File: config.mk
export PLATFORM = sky130hd
export DESIGN_NAME = bsignal_capture
export DESIGN_NICKNAME = d
export VERILOG_FILES = /design/src/rtl/bsignal_capture.sv
export SDC_FILE = /design/constraint.sdc
export NUM_CORES = 1
export LEC_CHECK = 0
export CAP_MARGIN = 5
export CORE_MARGIN = 2
export CORE_UTILIZATION = 60
export DETAILED_ROUTE_END_ITERATION = 16
export GPL_TIMING_DRIVEN = 0
export PLACE_DENSITY = 0.79
export SLEW_MARGIN = 30
export SYNTH_ARGS = -nofsm -noshare
export SYNTH_HDL_FRONTEND = slang
export SYNTH_SLANG_ARGS = --single-unit
export TNS_END_PERCENT = 30
File: constraint.sdc
create_clock -name clk -period 4.7 [get_ports clk]
set_input_delay 0.47 -clock clk [delete_from_list [all_inputs] [get_ports clk]]
set_output_delay 0.47 -clock clk [all_outputs]
set_load 0.01 [all_outputs]
File: src/rtl/bsignal_capture.sv
// Capture end of a 1-bit sample stream: synchronizes bit_in, samples it at a
// programmable rate, packs samples LSB-first and buffers words in a FWFT FIFO.
module bsignal_capture #(
    parameter int WORD_W     = 16,
    parameter int DIV_W      = 16,
    parameter int FIFO_DEPTH = 8
) (
    input  logic                        clk,
    input  logic                        rst,
    input  logic                        en,
    input  logic [DIV_W-1:0]            div,
    input  logic                        bit_in,
    output logic [WORD_W-1:0]           m_data,
    output logic [$clog2(WORD_W+1)-1:0] m_nbits,
    output logic                        m_last,
    output logic                        m_valid,
    input  logic                        m_ready,
    output logic                        overflow,
    output logic                        busy
);
    localparam int NB_W  = $clog2(WORD_W + 1);
    localparam int PTR_W = $clog2(FIFO_DEPTH);
    localparam logic [NB_W-1:0] NB_FULL  = NB_W'(WORD_W);
    localparam logic [NB_W-1:0] NB_TOP   = NB_W'(WORD_W - 1);
    localparam logic [PTR_W:0]  CNT_FULL = (PTR_W+1)'(FIFO_DEPTH);

    typedef enum logic [1:0] {IDLE, RUN, FLUSH} state_e;

    typedef struct packed {
        logic              last;
        logic [NB_W-1:0]   nbits;
        logic [WORD_W-1:0] data;
    } entry_t;

    logic              sync1_q, sync2_q;
    state_e            state_q;
    logic [DIV_W-1:0]  div_q, pre_q;
    logic [NB_W-1:0]   bitcnt_q;
    logic [WORD_W-1:0] shift_q, shift_d;
    logic              overflow_q;
    entry_t            mem_q [FIFO_DEPTH];
    logic [PTR_W-1:0]  wr_ptr_q, rd_ptr_q;
    logic [PTR_W:0]    count_q;
    entry_t            push_word, head;
    logic              tick, word_done, push_req, push_ok, pop;

    assign tick      = (state_q == RUN) && (pre_q == div_q);
    assign word_done = tick && (bitcnt_q == NB_TOP);
    assign pop       = m_valid && m_ready;
    assign push_req  = word_done || (state_q == FLUSH);
    // A full FIFO still takes a push when its head leaves in the same cycle.
    assign push_ok   = push_req && ((count_q != CNT_FULL) || pop);

    always_comb begin
        // NOTE: every always_comb output gets a default first, so no latch is inferred.
        shift_d   = shift_q;
        push_word = '{last: 1'b1, nbits: bitcnt_q, data: shift_q};
        if (tick) shift_d = shift_q | (WORD_W'(sync2_q) << bitcnt_q);
        if (state_q == RUN) push_word = '{last: 1'b0, nbits: NB_FULL, data: shift_d};
    end

    always_ff @(posedge clk or posedge rst) begin
        if (rst) begin
            sync1_q    <= 1'b0;
            sync2_q    <= 1'b0;
            state_q    <= IDLE;
            div_q      <= '0;
            pre_q      <= '0;
            bitcnt_q   <= '0;
            shift_q    <= '0;
            overflow_q <= 1'b0;
        end else begin
            // NOTE: sequential state uses non-blocking assignments so all registers update together.
            sync1_q <= bit_in;
            sync2_q <= sync1_q;
            case (state_q)
                IDLE: begin
                    if (en) begin
                        state_q    <= RUN;
                        div_q      <= div;
                        pre_q      <= '0;
                        bitcnt_q   <= '0;
                        shift_q    <= '0;
                        overflow_q <= 1'b0;
                    end
                end
                RUN: begin
                    pre_q <= tick ? '0 : pre_q + DIV_W'(1);
                    if (word_done) begin
                        bitcnt_q <= '0;
                        shift_q  <= '0;
                        if (!push_ok) overflow_q <= 1'b1;
                    end else if (tick) begin
                        bitcnt_q <= bitcnt_q + NB_W'(1);
                        shift_q  <= shift_d;
                    end
                    if (!en) state_q <= FLUSH;
                end
                FLUSH: begin
                    if (push_ok) state_q <= IDLE;
                end
                default: state_q <= IDLE;
            endcase
        end
    end

    always_ff @(posedge clk or posedge rst) begin
        if (rst) begin
            wr_ptr_q <= '0;
            rd_ptr_q <= '0;
            count_q  <= '0;
        end else begin
            if (push_ok) wr_ptr_q <= wr_ptr_q + PTR_W'(1);
            if (pop)     rd_ptr_q <= rd_ptr_q + PTR_W'(1);
            if (push_ok && !pop)      count_q <= count_q + (PTR_W+1)'(1);
            else if (!push_ok && pop) count_q <= count_q - (PTR_W+1)'(1);
        end
    end

    // NOTE: FIFO storage has no reset; occupancy lives in the pointers and count.
    always_ff @(posedge clk) begin
        if (push_ok) mem_q[wr_ptr_q] <= push_word;
    end

    assign m_valid  = (count_q != '0);
    assign head     = m_valid ? mem_q[rd_ptr_q] : '0;
    assign m_data   = head.data;
    assign m_nbits  = head.nbits;
    assign m_last   = head.last;
    assign overflow = overflow_q;
    assign busy     = (state_q != IDLE) || m_valid;
endmodule

Yosys cells after proc, flatten, opt, wreduce, memory -nomap -nowiden. Memories as Yosys holds them, arrays and structs flattened. Index checks and enable logic that the tools add are counted.

Register bits after elaboration: 68. Memories: 1. Memory bits (writable): 176. Output and inout port bits: 25.

Memories: mem_q (words 8, bits a word 22, read ports 1, clocked after Yosys merged registers in 0, write ports 1, line 41) `entry_t mem_q [FIFO_DEPTH];`.

Reduce and logical (&&, ||, !) cells: 21. Bitwise logic cells: 1. Add/sub/neg operators: 6. Equality and inequality tests: 11. Muxes and demuxes: 25. Shift-type cells: 1.

Operator list (number): 2-to-1 mux 16 bit (5); case mux 16 bit (2 select lines) (2); 2-to-1 mux 22 bit (2); adder 16 x 1 -> 16 bit (second input constant) (1); equality test 16 bit (1); OR 16 bit (1); << shifter 1 x 5 -> 16 bit (1); 2-to-1 mux 5 bit (3); != test 2 bit (second input constant) (5); case mux 5 bit (2 select lines) (1); 2-to-1 mux 4 bit (2); adder 3 x 1 -> 3 bit (second input constant) (2); logical AND 1 bit (6); 2-to-1 mux 2 bit (3); case mux 2 bit (3 select lines) (1); AND reduction 3 bit (2); nonzero test 2 bit (3); adder 5 x 1 -> 5 bit (second input constant) (1); equality test 5 x 4 -> 1 bit (second input constant) (1); 2-to-1 mux 1 bit (5); adder 4 x 1 -> 4 bit (second input constant) (1); != test 4 bit (second input constant) (1); AND reduction 2 bit (2); AND reduction 4 bit (1); 9 further kinds (12).

Longest topological paths before layout.
Word-level depth: 9. Gate-level depth with buffers: 16. Gate-level depth less buffers: 14.

Least setup slack after synthesis. No wires, ideal clock.

Path kind: register -> register. Start point: register bitcnt_q[0]. End point: memory mem_q[0][0] (netlist name) (enable). Data arrival time: 3.695 ns. Period minus slack after synthesis: 4.152 ns. Required time: 4.243 ns. Stages on the path, launching flop included: 9. Setup time: 0.457 ns. Path slack: 0.548 ns. Path through: dfrtp_1 ha_1 and3_1 ha_1 buf_2 nand2_1 o31a_1 buf_2 nor4_1.

Longest elaborated chain between the ends: 6.

Ends and longest elaborated chain: from (decl) (line 38) `logic [NB_W-1:0] bitcnt_q;`; from (signal assigned) (line 94) `bitcnt_q <= bitcnt_q + NB_W'(1);`; equality test 5 x 4 -> 1 bit (line 48) `assign word_done = tick && (bitcnt_q == NB_TOP);`; logical AND 1 bit (line 48); logical OR 1 bit (line 50) `assign push_req = word_done || (state_q == FLUSH);`; logical AND 1 bit (line 52) `assign push_ok = push_req && ((count_q != CNT_FULL) || pop);`; 2-to-1 mux 1 bit (line 122) `if (push_ok) mem_q[wr_ptr_q] <= push_word;`; 2-to-1 mux 1 bit (implied by the code) (line 122); to (decl) (line 41).

No other way between the ends.

Worst setup path after layout.
Start point: register rd_ptr_q[1]. End point: output m_data[12].

Longest elaborated chain between the ends: 2.

Ends and longest elaborated chain: from (decl) (line 42) `logic [PTR_W-1:0] wr_ptr_q, rd_ptr_q;`; from (signal assigned) (line 114) `if (pop) rd_ptr_q <= rd_ptr_q + PTR_W'(1);`; memory read (8 x 22 bit); 2-to-1 mux 22 bit (line 126) `assign head = m_valid ? mem_q[rd_ptr_q] : '0;`; to (decl) (line 13) `output logic [WORD_W-1:0] m_data,`.

No other way between the ends.

==> run summary <==
Status -> finished clean
Max Clk Rate -> 0.273 GHz
Layout Cells excl Fill -> 992
Post-synth ARST share -> 0.279
Syn nets -> 681
Initial core utilization -> 0.612
WP data arrival -> 3.19 ns
Cts bufs inserted -> 24
Worst Max-Slew Pin Slew -> 0.875 ns
Cells after synthesis -> 651
Maximum VDD drop -> 349 uV
Critical Path Start Type -> flop
Nets@finish -> 784
Worst slew margin -> 0.417
DPL Wire Length -> 14700 um
Commonest non-fill, non-tap cells in the layout -> edfxtp_1, nand2_1, dfrtp_1
Register area share after synthesis -> 0.688
CTS tree -> done
CTS max path bufs -> 3
PortBufs -> 45
Core area -> 16600 um2
FF+latch count, synth -> 244
Antenna Violating Nets Remaining -> 0
Largest net degree at the start of global routing -> 43
First-pass GRT wire length -> 33600 um
Residual DRC -> 0
Minimum clock period -> 3.66 ns
Count of cell types in the netlist -> 51
Die Wd -> 134 um
Fin. Hold Viols -> 0
Pleak -> 0.00464 uW
Drt via density -> 6.02
Setup crit end kind -> primary output
CTS Root Cell -> clkbuf_16
Routed wire length -> 21200 um
Max capacitance violation total -> 0
Fraction of layout cells with a size suffix above 1 -> 0.185
Die Ht -> 134 um
Worst-skew pair later-pin latency -> 0.51 ns
HP Class -> in -> async
Buffers inserted by post-CTS timing repair -> 0
GRT overflow -> 0
All-layer global routing usage -> 0.247
Rows -> 47
Final worst path period share -> 0.779
Required time of the critical path -> 4.23 ns
Clock tree sinks -> 244
Setup WS pre-CTS -> 1.04 ns
Area grow syn2layout -> 17.4%
Fin util -> 0.718
Clk_skew -> 0.0165 ns
Reg clk slew, reported paths -> 0.06 ns
Io pins -> 46
H-tree Lvls -> 1
Fin Setup TNS -> 0 ns
Initial DRC Count -> 514
# hold bufs at CTS -> 0
Setup violators final -> 0
Grt met2 use -> 0.438
Number of synthesized flops with an enable pin -> 176
Dpl cells -> 948
P per Cell Area -> 509 nW/um2
Largest fanout on the critical path -> 10
Initial antenna violation count -> 0
Antenna cells -> 0
Met3 usage -> 0.0306
Pins Over Slew Limit -> 0
Commonest non-fill, non-tap cell in the layout -> edfxtp_1
Die area -> 18000 um2
RSZ-0062 raised after global routing -> false
Drt wl/cell -> 21.3 um
Routing usage on met1 -> 0.329
Critical Setup Path Class -> reg -> out
Predominant post-synthesis flop cell -> edfxtp_1
Number of global-route vias before repair -> 6139
Post-Syn Area -> 10100 um2
Pre-antenna DRT Iters -> 5
Post-cts resize count -> 0
GRT busiest layer -> met2
Syn. warnings -> 0
PnR worst setup slack -> 1.04 ns
Post-Synthesis Mean Instance Area -> 15.6 um2
Via count -> 5969
GP Congestion -> 0.895
## report_power, final
group | switching, uW | internal, uW | total (uW)
clock | 765 | 1020 | 1790
combinational | 860 | 863 | 1720
sequential | 115 | 2430 | 2550
total | 1740 | 4320 | 6060
## state kept, by name, summed over array words and instances, names as in the netlist
name      flops
mem_q       176
div_q        16
pre_q        16
shift_q      16
bitcnt_q      5
count_q       4
rd_ptr_q      3
wr_ptr_q      3
state_q       2
overflow      1
sync1_q       1
sync2_q       1
## synth_stat cells, drive strengths merged, types with 8 or more instances
master  instances  area, um2
a41oi          17        149
buf            19       97.6
clkbuf         15       56.3
dfrtp          68       1700
edfxtp        176       5290
ha              8        100
inv            27        101
mux2i          22        220
mux4           44        991
nand2          70        263
nand4           8       50.1
nor2           51        191
nor3           18       90.1
nor4            9       75.1
xnor2          10       87.6
xor2           25        219
## metal layers
layer / share of wire / vias to the layer above
li1: - / 2652
met1: 0.39 / 3042
met2: 0.53 / 242
met3: 0.060 / 33
met4: 0.021 / 0
met5: 0 / -
## through the flow
| step | total power [uW] | hold WS, ns | area (um2) |
|---|---|---|---|
| after floorplan | 3640 | 0.331 | 10100 |
| after global placement | 4210 | 0.369 | 10900 |
| after detailed placement | 4330 | 0.376 | 11200 |
| after CTS | 6100 | 0.298 | 11900 |
| after global routing | 6310 | 0.337 | 11900 |
| final | 6060 | 0.299 | 11900 |
## path summary, 6_finish.rpt
check	cells past startpoint	from	to	slack, ns
setup reg to reg	12	bitcnt_q[0]	mem_q[4][5]	1.05
setup / recovery	6	rd_ptr_q[1]	m_data[12]	1.04
min in group clk	0	sync1_q	sync2_q	0.39
hold reg to reg	0	sync1_q	sync2_q	0.39
hold / removal	2	rst	count_q[3]	0.30
max in group asynchronous	3	rst	pre_q[13]	3.86
## final cells by class
cell class / instances / area (um2)
Clock inverter: 10 / 50.0
Buffer: 34 / 154
Fill cell: 1051 / 4670
Tap cell: 220 / 275
Sequential cell: 244 / 6990
Multi-Input combinational cell: 346 / 2960
Inverter: 27 / 104
Clock buffer: 34 / 689
Timing Repair Buffer: 77 / 692
## logic make-up (layout without fill, tap and decap cells)
group / Yosys count / in the layout / synth area share
buf+inv: 61 / 182 / 0.0251
flops: 244 / 244 / 0.688
simple gates: 191 / 191 / 0.0897
fa+ha+maj: 9 / 9 / 0.0118
mux: 70 / 70 / 0.124
compound gates: 41 / 41 / 0.0309
xor+xnor: 35 / 35 / 0.0302
## critical path, stage by stage (launching register included)
cell,delay (ns)
dfrtp_1,0.36
clkbuf_1,0.44
clkbuf_1,0.59
mux4_2,0.43
mux2i_1,0.27
nor2_1,0.09
clkdlybuf4s50_1,0.51
No activity file was read; power rests on OpenSTA's default activity.
